`src/rtl/match_ctrl.sv`:
```
// Frame-level scheduler for the volleyball physics step engine: latches controls per frame,
// triggers one step at a time, scores rallies and sequences serve/pause/match-over.
//
// state      | meaning
// IDLE       | power-up, waiting for start_btn
// WAIT_FRAME | play running, waiting for the next frame_tick to issue a step
// STEP       | step outstanding, waiting for phys_valid or timeout
// SERVE      | play frozen for serve_cnt frames after a point or match start
// PAUSED     | play halted by pause_btn
// OVER       | a player reached WIN_SCORE
module match_ctrl #(
  parameter int WIN_SCORE    = 15,
  parameter int SERVE_DELAY  = 60,
  parameter int STEP_TIMEOUT = 255,
  parameter int SCORE_W      = 5
) (
  input  logic               clk,
  input  logic               rst_n,
  input  logic               frame_tick,
  input  logic               start_btn,
  input  logic               pause_btn,
  input  logic [3:0]         p1_btn,
  input  logic [3:0]         p2_btn,
  input  logic               phys_valid,
  input  logic               phys_game_over,
  input  logic [1:0]         phys_winner,
  output logic               phys_en,
  output logic [3:0]         p1_ops,
  output logic [3:0]         p2_ops,
  output logic [SCORE_W-1:0] p1_score,
  output logic [SCORE_W-1:0] p2_score,
  output logic               match_over,
  output logic [1:0]         match_winner,
  output logic [2:0]         state_o,
  output logic               frame_miss,
  output logic               timeout_err
);

  localparam int SRV_W  = $clog2(SERVE_DELAY + 2);
  localparam int STEP_W = $clog2(STEP_TIMEOUT + 2);
  localparam logic [SCORE_W-1:0] WIN     = SCORE_W'(WIN_SCORE);
  localparam logic [SRV_W-1:0]   SRV_LD  = SRV_W'(SERVE_DELAY);
  localparam logic [STEP_W-1:0]  STEP_TC = STEP_W'(STEP_TIMEOUT - 1);

  typedef enum logic [2:0] {
    IDLE       = 3'd0,
    WAIT_FRAME = 3'd1,
    STEP       = 3'd2,
    SERVE      = 3'd3,
    PAUSED     = 3'd4,
    OVER       = 3'd5
  } state_t;

  state_t              state;
  logic [SRV_W-1:0]    serve_cnt;
  logic [STEP_W-1:0]   step_cnt;
  logic                pause_req;
  logic                p1_pt, p2_pt;
  logic [SCORE_W-1:0]  p1_nxt, p2_nxt;

  // The score guard keeps a stray rally flag from pushing a score past WIN_SCORE.
  assign p1_pt   = phys_game_over && (phys_winner == 2'd1) && (p1_score != WIN);
  assign p2_pt   = phys_game_over && (phys_winner == 2'd2) && (p2_score != WIN);
  assign p1_nxt  = p1_score + SCORE_W'(1);
  assign p2_nxt  = p2_score + SCORE_W'(1);
  assign state_o = state;

  always_ff @(posedge clk or negedge rst_n) begin
    if (!rst_n) begin
      state        <= IDLE;
      serve_cnt    <= '0;
      step_cnt     <= '0;
      pause_req    <= 1'b0;
      phys_en      <= 1'b0;
      p1_ops       <= '0;
      p2_ops       <= '0;
      p1_score     <= '0;
      p2_score     <= '0;
      match_over   <= 1'b0;
      match_winner <= 2'd0;
      frame_miss   <= 1'b0;
      timeout_err  <= 1'b0;
    end else begin
      phys_en    <= 1'b0;
      frame_miss <= 1'b0;
      case (state)
        IDLE: begin
          if (start_btn) begin
            p1_score  <= '0;
            p2_score  <= '0;
            serve_cnt <= SRV_LD;
            state     <= SERVE;
          end
        end
        WAIT_FRAME: begin
          if (pause_btn) begin
            state <= PAUSED;
          end else if (frame_tick) begin
            p1_ops   <= p1_btn;
            p2_ops   <= p2_btn;
            phys_en  <= 1'b1;
            step_cnt <= '0;
            state    <= STEP;
          end
        end
        STEP: begin
          step_cnt <= step_cnt + STEP_W'(1);
          if (frame_tick) frame_miss <= 1'b1;
          if (pause_btn) pause_req <= 1'b1;
          if (phys_valid) begin
            pause_req <= 1'b0;
            if (p1_pt || p2_pt) begin
              if (p1_pt) p1_score <= p1_nxt;
              else       p2_score <= p2_nxt;
              if ((p1_pt && p1_nxt == WIN) || (p2_pt && p2_nxt == WIN)) begin
                match_winner <= p1_pt ? 2'd1 : 2'd2;
                match_over   <= 1'b1;
                state        <= OVER;
              end else begin
                serve_cnt <= SRV_LD;
                p1_ops    <= '0;
                p2_ops    <= '0;
                state     <= SERVE;
              end
            end else begin
              state <= (pause_req || pause_btn) ? PAUSED : WAIT_FRAME;
            end
          end else if (step_cnt == STEP_TC) begin
            timeout_err <= 1'b1;
            pause_req   <= 1'b0;
            state       <= WAIT_FRAME;
          end
        end
        SERVE: begin
          if (serve_cnt == '0) begin
            state <= WAIT_FRAME;
          end else if (frame_tick) begin
            serve_cnt <= serve_cnt - SRV_W'(1);
            if (serve_cnt == SRV_W'(1)) state <= WAIT_FRAME;
          end
        end
        PAUSED: begin
          if (pause_btn) state <= WAIT_FRAME;
        end
        OVER: begin
          if (start_btn) begin
            p1_score     <= '0;
            p2_score     <= '0;
            match_winner <= 2'd0;
            match_over   <= 1'b0;
            serve_cnt    <= SRV_LD;
            state        <= SERVE;
          end
        end
        default: state <= IDLE;
      endcase
    end
  end

endmodule

```
`config.mk`:
```
export PLATFORM = sky130hd
export DESIGN_NAME = match_ctrl
export DESIGN_NICKNAME = d
export VERILOG_FILES = /design/src/rtl/match_ctrl.sv
export SDC_FILE = /design/constraint.sdc
export NUM_CORES = 1
export LEC_CHECK = 0
export ABC_CLOCK_PERIOD_IN_PS = 3540
export CORE_UTILIZATION = 57
export DETAILED_ROUTE_END_ITERATION = 10
export GPL_TIMING_DRIVEN = 0
export PLACE_DENSITY = 0.86
export SETUP_SLACK_MARGIN = 0.2
export SLEW_MARGIN = 20
export SYNTH_ARGS = -nofsm -noshare
export SYNTH_HDL_FRONTEND = slang
export SYNTH_SLANG_ARGS = --single-unit
```
`constraint.sdc`:
```
create_clock -name clk -period 3.54 [get_ports clk]
set_input_delay 0.354 -clock clk [delete_from_list [all_inputs] [get_ports clk]]
set_output_delay 0.354 -clock clk [all_outputs]
set_load 0.05 [all_outputs]
```
==> impl_metrics.csv <==
group,metric,value,unit
outcome,outcome,"finished clean",
floorplanning,dieArea,4600,sq um
job,cap_violations,0,
synthesis,synthDistinctLibCells,57,
place,dp_hpwl,3.98,mm
sta,setup_slack,928,ps
worst_setup_path,criticalPathCategory,"register to register",
global_routing,grt_overflow,0,
min_path,hold_class,"input pin to asynchronous set/reset pin",
pwr,p_sw,0.870,mW
pwr,clock_power_share,16.1,%
global_routing,gr-usage-met3,4.05,%
detailed_routing,firstDrtPassIters,6,
pwr,swShare,43.9,%
sta,rsz0062_at_grt,"no",
detailed_routing,drt-vias-per-instance,5.93,
floorplanning,ios,44,
pwr,p_comb_share,48.8,%
sta,fin_hold_ws,24.5,ps
cts,post_cts_buffers,0,
cts,htreeDepth,2,
sta,worst_pin_slew,566,ps
floorplanning,die_h,67.8,microns
synthesis,ys_ff_latch,43,
floorplanning,core_area,4090,sq um
place,post-place-ws,987,ps
floorplanning,num_rows,23,
detailed_routing,finalWirelength,5.32,mm
cts,clkLatencyLatePin,300,ps
global_routing,top_usage_layer,"met2",
sta,period_minus_slack,2610,ps
sta,hold_viol_final,0,
detailed_routing,postRouteAntennaNets,0,
global_routing,grt_use_total,25.4,%
cts,path_clk_slew,90,ps
finish,area_growth,24.7,%
detailed_routing,first_iter_violations,126,
sta,fin_setup_tns,0,ps
pwr,irDropWorstVdd,326,uV
sta,fmax,383,MHz
synthesis,synth_area,2470,sq um
synthesis,async_reset_ff_share,100,%
global_routing,grt_pass1_wl,8.53,mm
pwr,p_leak,1.37,nW
detailed_routing,drt-wirelength-per-cell,15.3,microns
detailed_routing,drcViolationCount,0,
global_routing,antenna_found_initial,0,
pwr,power.internal,1.11,mW
cts,clock_path_buffers,2,
global_routing,grt_pass1_vias,1837,
cts,cts_sinks,43,
synthesis,synth_area_per_cell,10.1,sq um
sta,period_share,73.8,%
cts,cts_tree,"built",
cts,cts_hold_buffers,0,
synthesis,postSynthCellCount,245,
synthesis,synth_edf_count,0,
finish,drive_gt1_share,10.4,%
sta,final.setup_skew,8.87,ps
floorplanning,start_util,60.4,%
global_routing,grt_max_degree,24,
pwr,p_per_area,645,nW/um^2
place,portBuffers,43,
cts,root_buffer,"clkbuf_8",
synthesis,yosysSeqAreaShare,43.6,%
worst_setup_path,end_kind,"register",
sta,slew_headroom,61.9,%
sta,finalSetupViolCount,0,
synthesis,synth_nets,273,
worst_setup_path,crit_arrival,2800,ps
worst_setup_path,cp-startpoint,"p1_score[0]",
worst_setup_path,startpoint_type,"register",
finish,fin_nets,324,
synthesis,synth.yosys.warnings,0,
finish,diodes,0,
worst_setup_path,crit_fanout,8,
worst_setup_path,worst_ep_required_time,3730,ps
cts,cts_resized,0,
synthesis,ys_dominant_reg_cell,"dfrtp_1",
pwr,seq_power_share,35.1,%
global_routing,met2_usage,41.0,%
floorplanning,fp.dieW,67.8,microns
worst_setup_path,timing.rr.start,"p1_score[0]",
sta,final_max_slew_viol_count,0,
detailed_routing,vias,2057,
global_routing,grtUsageMet1,34.7,%
place,globalplace.congestion,0.889,
cts,numCtsBuffers,5,
-- logic make-up (layout without fill, tap and decap cells) --
group / after synthesis / count (layout) / synth area share (%)
AND/OR/NAND/NOR: 92 / 92 / 22.0
AO/OA/AOI/OAI: 62 / 62 / 18.9
adder cells (fa/ha/maj): 11 / 11 / 5.58
flip-flops: 43 / 43 / 43.6
multiplexers: 4 / 4 / 1.62
XOR/XNOR: 9 / 9 / 3.19
buffers and inverters: 24 / 76 / 5.12
-- power groups by stage --
stage / logic [mW] / registers [mW] / clock network (mW)
6_report: 0.968 / 0.697 / 0.319
5_1_grt: 1.04 / 0.714 / 0.342
4_1_cts: 0.965 / 0.697 / 0.327
3_5_place_dp: 0.957 / 0.705 / 0
3_3_place_gp: 0.937 / 0.700 / 0
2_1_floorplan: 0.502 / 0.888 / 0
-- final timing paths --
path	endpoint	slack, ps	cells past startpoint
worst min-delay path	state_o[1]	20	1
min in group clk	timeout_err	460	1
worst min register to register	timeout_err	460	1
max in group asynchronous	p2_ops[3]	3030	2
worst max register to register	serve_cnt[1]	930	9
worst max-delay path	serve_cnt[1]	930	9
-- synthesized netlist by cell type, types with 3 or more instances --
| cell type | instances | area [sq um] |
|---|---|---|
| nand4_1 | 5 | 31.3 |
| inv_1 | 16 | 60.1 |
| a21boi_1 | 3 | 22.5 |
| buf_6 | 4 | 45.0 |
| ha_1 | 11 | 138 |
| o21ai_0 | 12 | 60.1 |
| mux2i_1 | 4 | 40.0 |
| a31oi_1 | 5 | 31.3 |
| xor2_1 | 5 | 43.8 |
| nor3_1 | 4 | 20.0 |
| and3_1 | 5 | 31.3 |
| nor2_1 | 18 | 67.6 |
| nand2_1 | 22 | 82.6 |
| or3_1 | 5 | 31.3 |
| xnor2_1 | 4 | 35.0 |
| nand3_1 | 11 | 55.1 |
| a21oi_1 | 8 | 40.0 |
| o21ai_1 | 3 | 15.0 |
| dfrtp_1 | 43 | 1080 |
| a22o_1 | 9 | 78.8 |
-- critical path: stages (launching register included) --
cell      delay [ps]
dfrtp_1          440
ha_1             280
and3_1           160
ha_1             200
and4bb_1         380
or2_1            130
buf_4            150
a21boi_1         160
nand4_1          290
a31o_1           300
-- flip-flops by register name, summed over array words and instances (netlist names) --
signal / flops
frame_miss: 1
match_over: 1
match_winner: 2
p1_ops: 4
p1_score: 5
p2_ops: 4
p2_score: 5
pause_req: 1
phys_en: 1
serve_cnt: 6
state_o: 3
step_cnt: 9
timeout_err: 1
-- metrics by stage --
step	utilization (%)	cells	power, mW	area (sq um)
floorplan	-	245	1.39	2470
global placement	72.4	338	1.64	2960
global route	75.3	347	2.10	3080
detailed placement	73.0	339	1.66	2980
CTS	75.3	347	1.99	3080
finish	75.3	347	1.98	3080
-- layout make-up --
cell class | count | area [sq um]
Fill cell | 283 | 1010
Tap cell | 50 | 62.6
Timing Repair Buffer | 44 | 453
Clock inverter | 3 | 25.0
Sequential cell | 43 | 1080
Buffer | 8 | 66.3
Clock buffer | 5 | 68.8
Multi-Input combinational cell | 178 | 1260
Inverter | 16 | 60.1
-- placed cells by master (no fill, tap or decap), drive strengths merged, types with 4 or more instances in the layout --
master / Yosys / layout
or3: 5 / 5
inv: 16 / 16
a21oi: 9 / 9
and3: 5 / 5
dfrtp: 43 / 43
a31oi: 5 / 5
buf: 7 / 9
nand2: 22 / 22
ha: 11 / 11
nor3: 4 / 4
nand3: 11 / 11
clkdlybuf4s50: 0 / 42
xnor2: 4 / 4
nand4: 6 / 6
a22o: 9 / 9
nor2: 19 / 19
o21ai: 16 / 16
xor2: 5 / 5
mux2i: 4 / 4
clkbuf: 1 / 6
-- per-layer routing --
layer,wire length [microns],up-vias
li1,-,998
met1,2450,995
met2,2590,54
met3,205,10
met4,74,0
met5,0,-
No activity file was read; power rests on OpenSTA's default activity.
